$ cat src/rtl/mem_port_arbiter.sv
// Shares one single-ported memory bus between instruction fetch and load/store, data first.
// Define MEM_ARB_IBUF_EN to add a one-entry fetch buffer that skips the bus on a repeat fetch.
module mem_port_arbiter #(
  parameter int ADDR_W = 32,
  parameter int DATA_W = 32
) (
  input  logic              clk_i,
  input  logic              rst_i,
  input  logic              inst_req_i,
  input  logic [ADDR_W-1:0] inst_addr_i,
  output logic [DATA_W-1:0] inst_rdata_o,
  output logic              inst_ok_o,
  input  logic              data_req_i,
  input  logic [3:0]        data_wen_i,
  input  logic [ADDR_W-1:0] data_addr_i,
  input  logic [DATA_W-1:0] data_wdata_i,
  output logic [DATA_W-1:0] data_rdata_o,
  output logic              data_ok_o,
  output logic              mem_req_o,
  output logic [3:0]        mem_wen_o,
  output logic [ADDR_W-1:0] mem_addr_o,
  output logic [DATA_W-1:0] mem_wdata_o,
  input  logic [DATA_W-1:0] mem_rdata_i,
  input  logic              mem_ack_i,
  output logic              stall_o
);

  typedef enum logic [2:0] {IDLE, D_BUSY, I_BUSY, D_DONE, I_DONE} state_e;

  state_e            state_q, state_d;
  logic              mem_req_q, mem_req_d;
  logic [3:0]        mem_wen_q, mem_wen_d;
  logic [ADDR_W-1:0] mem_addr_q, mem_addr_d;
  logic [DATA_W-1:0] mem_wdata_q, mem_wdata_d;
  logic [DATA_W-1:0] inst_rdata_q, inst_rdata_d;
  logic [DATA_W-1:0] data_rdata_q, data_rdata_d;
  logic              cancel_q, cancel_d;
  logic              ibuf_hit;

`ifdef MEM_ARB_IBUF_EN
  logic              ibuf_valid_q, ibuf_valid_d;
  logic [ADDR_W-1:0] ibuf_tag_q, ibuf_tag_d;
  logic [DATA_W-1:0] ibuf_word_q, ibuf_word_d;
  assign ibuf_hit = ibuf_valid_q && (inst_addr_i == ibuf_tag_q);
`else
  assign ibuf_hit = 1'b0;
`endif

  always_ff @(posedge clk_i) begin
    if (!rst_i) state_q <= IDLE;
    else        state_q <= state_d;
  end

  always_comb begin
    state_d = state_q;
    case (state_q)
      IDLE: begin
        if (data_req_i)      state_d = D_BUSY;
        else if (inst_req_i) state_d = ibuf_hit ? I_DONE : I_BUSY;
      end
      D_BUSY:  if (mem_ack_i) state_d = D_DONE;
      I_BUSY:  if (mem_ack_i) state_d = I_DONE;
      D_DONE:  state_d = IDLE;
      I_DONE:  state_d = IDLE;
      default: state_d = IDLE;
    endcase
  end

  always_comb begin
    data_ok_o = (state_q == D_DONE);
    inst_ok_o = (state_q == I_DONE) && !cancel_q;
  end

  // Bus fields are latched once on grant and held until the ack; read data only lands on live requests.
  always_comb begin
    mem_req_d    = (state_d == D_BUSY) || (state_d == I_BUSY);
    mem_wen_d    = mem_wen_q;
    mem_addr_d   = mem_addr_q;
    mem_wdata_d  = mem_wdata_q;
    inst_rdata_d = inst_rdata_q;
    data_rdata_d = data_rdata_q;
    cancel_d     = cancel_q;
`ifdef MEM_ARB_IBUF_EN
    ibuf_valid_d = ibuf_valid_q;
    ibuf_tag_d   = ibuf_tag_q;
    ibuf_word_d  = ibuf_word_q;
`endif
    case (state_q)
      IDLE: begin
        if (data_req_i) begin
          mem_wen_d   = data_wen_i;
          mem_addr_d  = data_addr_i;
          mem_wdata_d = data_wdata_i;
        end else if (inst_req_i) begin
`ifdef MEM_ARB_IBUF_EN
          if (ibuf_hit) begin
            inst_rdata_d = ibuf_word_q;
          end else begin
            mem_wen_d  = 4'b0000;
            mem_addr_d = inst_addr_i;
          end
`else
          mem_wen_d  = 4'b0000;
          mem_addr_d = inst_addr_i;
`endif
        end
      end
      D_BUSY: begin
        if (mem_ack_i && (mem_wen_q == 4'b0000)) data_rdata_d = mem_rdata_i;
      end
      I_BUSY: begin
        if (!inst_req_i) cancel_d = 1'b1;
        if (mem_ack_i && inst_req_i && !cancel_q) begin
          inst_rdata_d = mem_rdata_i;
`ifdef MEM_ARB_IBUF_EN
          ibuf_valid_d = 1'b1;
          ibuf_tag_d   = mem_addr_q;
          ibuf_word_d  = mem_rdata_i;
`endif
        end
      end
`ifdef MEM_ARB_IBUF_EN
      // A store to the buffered word makes the cached instruction stale.
      D_DONE: begin
        if ((mem_wen_q != 4'b0000) && (mem_addr_q[ADDR_W-1:2] == ibuf_tag_q[ADDR_W-1:2]))
          ibuf_valid_d = 1'b0;
      end
`endif
      default: ;
    endcase
    if (state_d == IDLE) cancel_d = 1'b0;
  end

  always_ff @(posedge clk_i) begin
    if (!rst_i) begin
      mem_req_q    <= 1'b0;
      mem_wen_q    <= 4'b0000;
      mem_addr_q   <= '0;
      mem_wdata_q  <= '0;
      inst_rdata_q <= '0;
      data_rdata_q <= '0;
      cancel_q     <= 1'b0;
`ifdef MEM_ARB_IBUF_EN
      ibuf_valid_q <= 1'b0;
      ibuf_tag_q   <= '0;
      ibuf_word_q  <= '0;
`endif
    end else begin
      mem_req_q    <= mem_req_d;
      mem_wen_q    <= mem_wen_d;
      mem_addr_q   <= mem_addr_d;
      mem_wdata_q  <= mem_wdata_d;
      inst_rdata_q <= inst_rdata_d;
      data_rdata_q <= data_rdata_d;
      cancel_q     <= cancel_d;
`ifdef MEM_ARB_IBUF_EN
      ibuf_valid_q <= ibuf_valid_d;
      ibuf_tag_q   <= ibuf_tag_d;
      ibuf_word_q  <= ibuf_word_d;
`endif
    end
  end

  assign mem_req_o    = mem_req_q;
  assign mem_wen_o    = mem_wen_q;
  assign mem_addr_o   = mem_addr_q;
  assign mem_wdata_o  = mem_wdata_q;
  assign inst_rdata_o = inst_rdata_q;
  assign data_rdata_o = data_rdata_q;
  assign stall_o      = (inst_req_i & ~inst_ok_o) | (data_req_i & ~data_ok_o);

endmodule

$ cat config.mk
export PLATFORM = sky130hd
export DESIGN_NAME = mem_port_arbiter
export DESIGN_NICKNAME = d
export VERILOG_FILES = /design/src/rtl/mem_port_arbiter.sv
export SDC_FILE = /design/constraint.sdc
export NUM_CORES = 1
export LEC_CHECK = 0
export BUFFER_PORTS_ARGS = -buffer_cell sky130_fd_sc_hd__buf_2
export CORE_MARGIN = 2
export CORE_UTILIZATION = 41
export CTS_CLUSTER_DIAMETER = 60
export DETAILED_ROUTE_END_ITERATION = 10
export PLACE_DENSITY = 0.78
export SYNTH_ARGS = -nofsm -noshare
export SYNTH_HDL_FRONTEND = slang
export SYNTH_SLANG_ARGS = --single-unit
$ cat constraint.sdc
create_clock -name clk_i -period 1.2 [get_ports clk_i]
set_input_delay 0.06 -clock clk_i [delete_from_list [all_inputs] [get_ports clk_i]]
set_output_delay 0.06 -clock clk_i [all_outputs]
set_load 0.005 [all_outputs]
==> results of run 1 <==
[layout by cell type (no fill, tap or decap), types with 2 or more instances in the layout]
cell / n
buf_12: 12
nand2b_1: 2
o21ai_1: 35
dlygate4sd3_1: 84
o211a_1: 32
nand3_2: 12
nor3_1: 3
dfxtp_1: 134
nand3_1: 56
mux2i_1: 89
dfxtp_4: 3
inv_6: 3
buf_16: 4
nor2b_1: 2
buf_2: 269
nand2_1: 135
inv_1: 3
a21oi_1: 2
buf_8: 2
clkinv_2: 4
buf_6: 18
clkbuf_8: 2
o21ai_2: 2
clkbuf_16: 24
mux2i_2: 7
buf_4: 22
and2_4: 2
clkinv_4: 4
nor2b_4: 2
nor4b_4: 3
[stage by stage]
stage | cells | hold slack [ns]
finish | 1162 | 0.0121
global route | 1162 | 0.0243
CTS | 1154 | 0.0000162
detailed placement | 1012 | 0.286
global placement | 1012 | 0.280
floorplan | 587 | 0.145
[metal layers]
metal  share of wire  up-vias
li1                -     2813
met2            0.51      244
met5               0        -
met4           0.027        0
met3           0.069       43
met1            0.39     2737
[where the power goes]
group / switching, uW / leakage (uW) / internal, uW
clock network: 2030 / 0.000284 / 2970
logic: 1220 / 0.00366 / 1530
registers: 176 / 0.00112 / 4890
[worst reg2reg max path, cell delays in order (launching register included)]
cell     delay (ns)
dfxtp_4        0.34
buf_4          0.17
nor4b_4        0.28
buf_6          0.16
buf_6          0.12
buf_12         0.12
nand3_1        0.12
o21ai_1        0.12
[flip-flops by register name, indices dropped and copies added (netlist names)]
| name | count |
|---|---|
| state_q | 3 |
| mem_addr_o | 32 |
| mem_wdata_o | 32 |
| mem_req_o | 1 |
| cancel_q | 1 |
| inst_rdata_o | 32 |
| mem_wen_o | 4 |
| data_rdata_o | 32 |
[cells by family (layout without fill, tap and decap cells)]
logic type,after synthesis,in the layout,synth area share
compound gates,75,75,0.0983
buf+inv,55,454,0.0483
flops,137,137,0.498
mux,96,96,0.174
simple gates,224,224,0.182
[cell type report]
cell class,count,area (um^2)
Fill cell,931,3820
Multi-Input combinational cell,395,2670
Sequential cell,137,2750
Timing Repair Buffer,419,3140
Inverter,3,11.3
Tap cell,176,220
Clock buffer,19,453
Clock inverter,13,119
[worst max path at each step]
stage          cells after the start                      endpoint             startpoint
5_1_grt                            7  mem_wdata_o[22]$_SDFFE_PN0P_  state_q[1]$_SDFF_PN0_
6_report                           7  mem_wdata_o[22]$_SDFFE_PN0P_  state_q[1]$_SDFF_PN0_
4_1_cts                            4                       stall_o  state_q[0]$_SDFF_PN0_
3_5_place_dp                       4  inst_rdata_o[4]$_SDFFE_PN0P_  state_q[1]$_SDFF_PN0_
3_3_place_gp                       5   mem_addr_o[15]$_SDFFE_PN0P_  state_q[0]$_SDFF_PN0_
2_1_floorplan                      4    mem_addr_o[2]$_SDFFE_PN0P_  state_q[1]$_SDFF_PN0_
[repair_timing]
| action | 4_1_cts | 5_1_grt |
|---|---|---|
| setup buffers | 16 | 4 |
| gates cloned | 10 | 8 |
| setup endpoints to repair | 135 | 137 |
| gates resized for setup | 30 | 41 |
| hold endpoints to repair | 110 | 0 |
| pin swaps | 6 | 6 |
| hold buffers | 84 | 0 |
[synth_stat cells]
master / n / share of area
o21ai_0: 1 / 0.00091
and3_1: 1 / 0.0011
nand2b_1: 2 / 0.0023
buf_6: 5 / 0.010
buf_2: 12 / 0.011
nor4b_1: 2 / 0.0032
o22ai_1: 1 / 0.0011
or2_1: 1 / 0.0011
and2_4: 1 / 0.0016
mux2i_1: 96 / 0.17
nand2_1: 136 / 0.093
nor2_1: 1 / 0.00068
a21oi_1: 2 / 0.0018
nor3_1: 3 / 0.0027
o21ai_1: 37 / 0.034
and2_1: 1 / 0.0011
o211a_1: 32 / 0.058
nor4b_2: 2 / 0.0054
a31oi_1: 1 / 0.0011
dfxtp_1: 137 / 0.50
clkbuf_1: 33 / 0.022
nor2b_1: 4 / 0.0045
nor3_2: 1 / 0.0018
nand4b_1: 1 / 0.0016
inv_1: 3 / 0.0020
nand3_1: 68 / 0.062
o311ai_0: 1 / 0.0016
buf_4: 2 / 0.0027
==> impl_metrics.ini, run 1 <==
[run_status]
status = finished with violations
violations = negative setup slack

[place]
gp_congestion = 0.752
io_buffers = 272
place_area_mm2 = 0.00720
dp_hpwl_um = 10400
dp_worst_setup_slack_ns = -0.134

[final_layout]
drive_gt1_frac = 0.408
diodes = 0
fin_nets = 1110
final_core_util = 0.711
finalInstanceArea_mm2 = 0.00937
area_growth_pct = 70.0

[floorplanning]
die_w_um = 120
core-area_mm2 = 0.0132
dieHeight_um = 120
rows = 42
io_pins = 273
start_util = 0.418
die_area_mm2 = 0.0144

[routing]
routed_wl_um = 19400
ant_nets = 0
drtPass1Iterations = 4
vias_per_cell = 5.02
drt_iter0_drc = 464
drc = 0
vias = 5837
wl_per_cell_um = 16.7

[power_and_ir_drop]
cellLeakagePower_uw = 0.00506
p_total_uw = 12800
peakVddDrop_v = 0.00113
power.density_mw_per_mm2 = 1370

[worst_hold_path]
hold_depth = 4
hold_class = primary input to flop
holdPathEnd = mem_addr_o[21]$_SDFFE_PN0P_
hold_path.startpoint = data_addr_i[21]

[grt]
gr-total-overflow = 0
grtUsageTotal = 0.254
gr-usage-met1 = 0.281
grt_first_pass_wirelength_um = 29000
gr-usage-met2 = 0.448
grt-busiest-layer = met2
grt_use_met3 = 0.0779
grt_pass1_vias = 5938
antenna_found_initial = 0
grt_max_degree = 59

[timing]
skew_ns = 0.0106
fmaxAchievable_ghz = 0.662
setup_violations = 135
rsz0062_at_grt = true
post-route-min-period_ns = 1.51
period_share = 1.26
tns_ns = -23.90
hold_viol_final = 0
worstMarginPinSlew_ns = 0.307
slew-limit-headroom = 0.790
maxSlewViolCount = 0
setup_ws_ns = -0.310

[clock_tree]
cts_buffer_depth = 2
clock_sinks = 137
cts_buffers = 17
cts_tree = done
clockRootBuffer = clkbuf_16
htree_levels = 4
clkLatencyLatePin_ns = 0.42
clk_pin_slew_ns = 0.06

[setup_path]
reg2reg_depth = 7
crit_arrival_ns = 1.85
endpoint_kind = flop
critPathKind = flop to flop
reg2reg_setup_slack_ns = -0.31
path_delay_family = buffers and inverters
crit_fanout = 9
cp-start-kind = flop
rr_startpoint = state_q[1]$_SDFF_PN0_
crit_chain = buf_4 > nor4b_4 > buf_6 > buf_6 > buf_12 > nand3_1 > o21ai_1
worstReg2RegEnd = mem_wdata_o[22]$_SDFFE_PN0P_
required_ns = 1.54
crit_buf_inv = 4
crit_top_cell = buf_6
critical-path-max-stage-delay_ns = 0.34
critical_path.slowest_cell = dfxtp_4

[synthesis]
syn_inst = 587
synth_area_per_cell_um2 = 9.39
synthesis.area_mm2 = 0.00551
ys_seq_area_frac = 0.498
syn_nets = 724
synth_cell_types = 28
yosysWarnings = 0
synth-seq-cells = 137

[run]
drv_cap = 0
Note: power is estimated with default switching activity, not from simulation.
==> run 2: changes to the inputs <==
--- a/config.mk
+++ b/config.mk
@@ -11,6 +11,7 @@
 export CTS_CLUSTER_DIAMETER = 60
 export DETAILED_ROUTE_END_ITERATION = 10
 export PLACE_DENSITY = 0.78
+export SKIP_LAST_GASP = 1
 export SYNTH_ARGS = -nofsm -noshare
 export SYNTH_HDL_FRONTEND = slang
 export SYNTH_SLANG_ARGS = --single-unit
==> run 2 against run 1 <==
The flow still finishes with violations (negative setup slack); via count decreased by 0.53%; fmax up 3.3%; first-iteration DRC count fell by 20%; critical path depth shrank 3; non-clock buffer count is 3 lower; register-to-register slack gained 0.05 ns; worst setup slack better by 0.048 ns; largest power group unchanged.
==> impl_metrics.ini, run 2 (synthesis results as in run 1) <==
[routing]
vias = 5806
drt_iter0_drc = 371
ant_nets = 0
routed_wl_um = 19000
drc = 0
wl_per_cell_um = 16.4
vias_per_cell = 5.01
drtPass1Iterations = 5

[clock_tree]
clockRootBuffer = clkbuf_16
cts_buffer_depth = 2
cts_buffers = 17
clock_sinks = 137
clk_pin_slew_ns = 0.06
cts_tree = done
htree_levels = 4
clkLatencyLatePin_ns = 0.42

[power_and_ir_drop]
power.density_mw_per_mm2 = 1370
p_total_uw = 12800
cellLeakagePower_uw = 0.00502
peakVddDrop_v = 0.00113

[place]
dp_hpwl_um = 10400
gp_congestion = 0.752
io_buffers = 272
place_area_mm2 = 0.00720

[final_layout]
layout_commonest_cell = buf_2
finalInstanceArea_mm2 = 0.00930
diodes = 0
drive_gt1_frac = 0.406
area_growth_pct = 68.6
mostFrequentLayoutCells = buf_2, nand2_1, dfxtp_1, mux2i_1, dlygate4sd3_1
fin_nets = 1107

[run_status]
status = finished with violations
violations = negative setup slack

[setup_path]
critPathKind = flop to output port
critical-path-max-stage-delay_ns = 0.34
worstReg2RegEnd = mem_wdata_o[0]$_SDFFE_PN0P_
crit_chain = buf_6 > nor4b_4 > o22ai_2 > buf_6
crit_top_cell = buf_6
endpoint_kind = output port
reg2reg_depth = 6
critical_path.slowest_cell = dfxtp_4
required_ns = 1.14
rr_startpoint = state_q[1]$_SDFF_PN0_
crit_fanout = 3
cp-start-kind = flop
crit_arrival_ns = 1.40
reg2reg_setup_slack_ns = -0.26

[worst_hold_path]
hold_depth = 4
hold_class = primary input to flop
hold_path.startpoint = data_addr_i[21]
holdPathEnd = mem_addr_o[21]$_SDFFE_PN0P_

[floorplanning]
start_util = 0.418
rows = 42
core-area_mm2 = 0.0132
io_pins = 273
die_area_mm2 = 0.0144
die_w_um = 120
dieHeight_um = 120

[timing]
hold_viol_final = 0
slew-limit-headroom = 0.783
skew_ns = 0.00997
period_share = 1.22
fmaxAchievable_ghz = 0.684
setup_ws_ns = -0.262
setup_violations = 135
maxSlewViolCount = 0
post-route-min-period_ns = 1.46
worstMarginPinSlew_ns = 0.320
rsz0062_at_grt = true
tns_ns = -21.71

[run]
drv_cap = 0

[grt]
grtUsageTotal = 0.255
grt_first_pass_wirelength_um = 29000
grt_pass1_vias = 5938
gr-total-overflow = 0
grt_max_degree = 59
antenna_found_initial = 0
run 2: through the flow:
step           utilization  worst slack, ns  hold WS, ns  instances
5_1_grt              0.705           -0.332       0.0242       1159
6_report             0.705           -0.262       0.0116       1159
3_3_place_gp         0.546          -0.0781        0.280       1012
4_1_cts              0.688           -0.265    0.0000162       1154
3_5_place_dp         0.546           -0.134        0.286       1012
2_1_floorplan            -          -0.0569        0.145        587
run 2: worst max path at each step:
stage | slack [ns] | endpoint | start
2_1_floorplan | -0.06 | mem_addr_o[2]$_SDFFE_PN0P_ | state_q[1]$_SDFF_PN0_
3_3_place_gp | -0.08 | mem_addr_o[15]$_SDFFE_PN0P_ | state_q[0]$_SDFF_PN0_
6_report | -0.26 | stall_o | state_q[1]$_SDFF_PN0_
4_1_cts | -0.26 | stall_o | state_q[0]$_SDFF_PN0_
3_5_place_dp | -0.13 | inst_rdata_o[4]$_SDFFE_PN0P_ | state_q[1]$_SDFF_PN0_
5_1_grt | -0.33 | stall_o | state_q[1]$_SDFF_PN0_
run 2: layout make-up:
| cell class | instances | area (um^2) |
|---|---|---|
| clock buffers | 19 | 453 |
| clock inverters | 13 | 119 |
| fillers | 927 | 3890 |
| inverters | 3 | 11.3 |
| multi-input cells | 395 | 2670 |
| flip-flops and latches | 137 | 2750 |
| well taps | 176 | 220 |
| repair buffers | 416 | 3070 |
run 2: what timing repair did:
| item | 4_1_cts | 5_1_grt |
|---|---|---|
| setup buffers | 16 | 4 |
| gates cloned | 10 | 5 |
| hold buffers | 84 | 0 |
| setup endpoints to repair | 135 | 137 |
| hold endpoints to repair | 110 | 0 |
| pin swaps | 6 | 7 |
| resized for setup | 28 | 40 |
run 2: layer usage:
metal  vias up  track usage  part of all wire
met1      2661        0.281              0.39
met4         0        0.104             0.028
met5         -            0                 0
li1       2810            -                 -
met2       286        0.453              0.50
met3        49       0.0770             0.074
run 2: worst max-delay path: cells and delay by family (launching register included):
family	cells	cell delay [ns]
compound gates	1	0.13
buf+inv	2	0.24
flops	1	0.34
simple gates	1	0.27
run 2: where the power goes:
group / switching, uW / total (uW) / internal (uW)
clock: 2030 / 5010 / 2970
sequential: 174 / 5060 / 4890
combinational: 1200 / 2690 / 1490
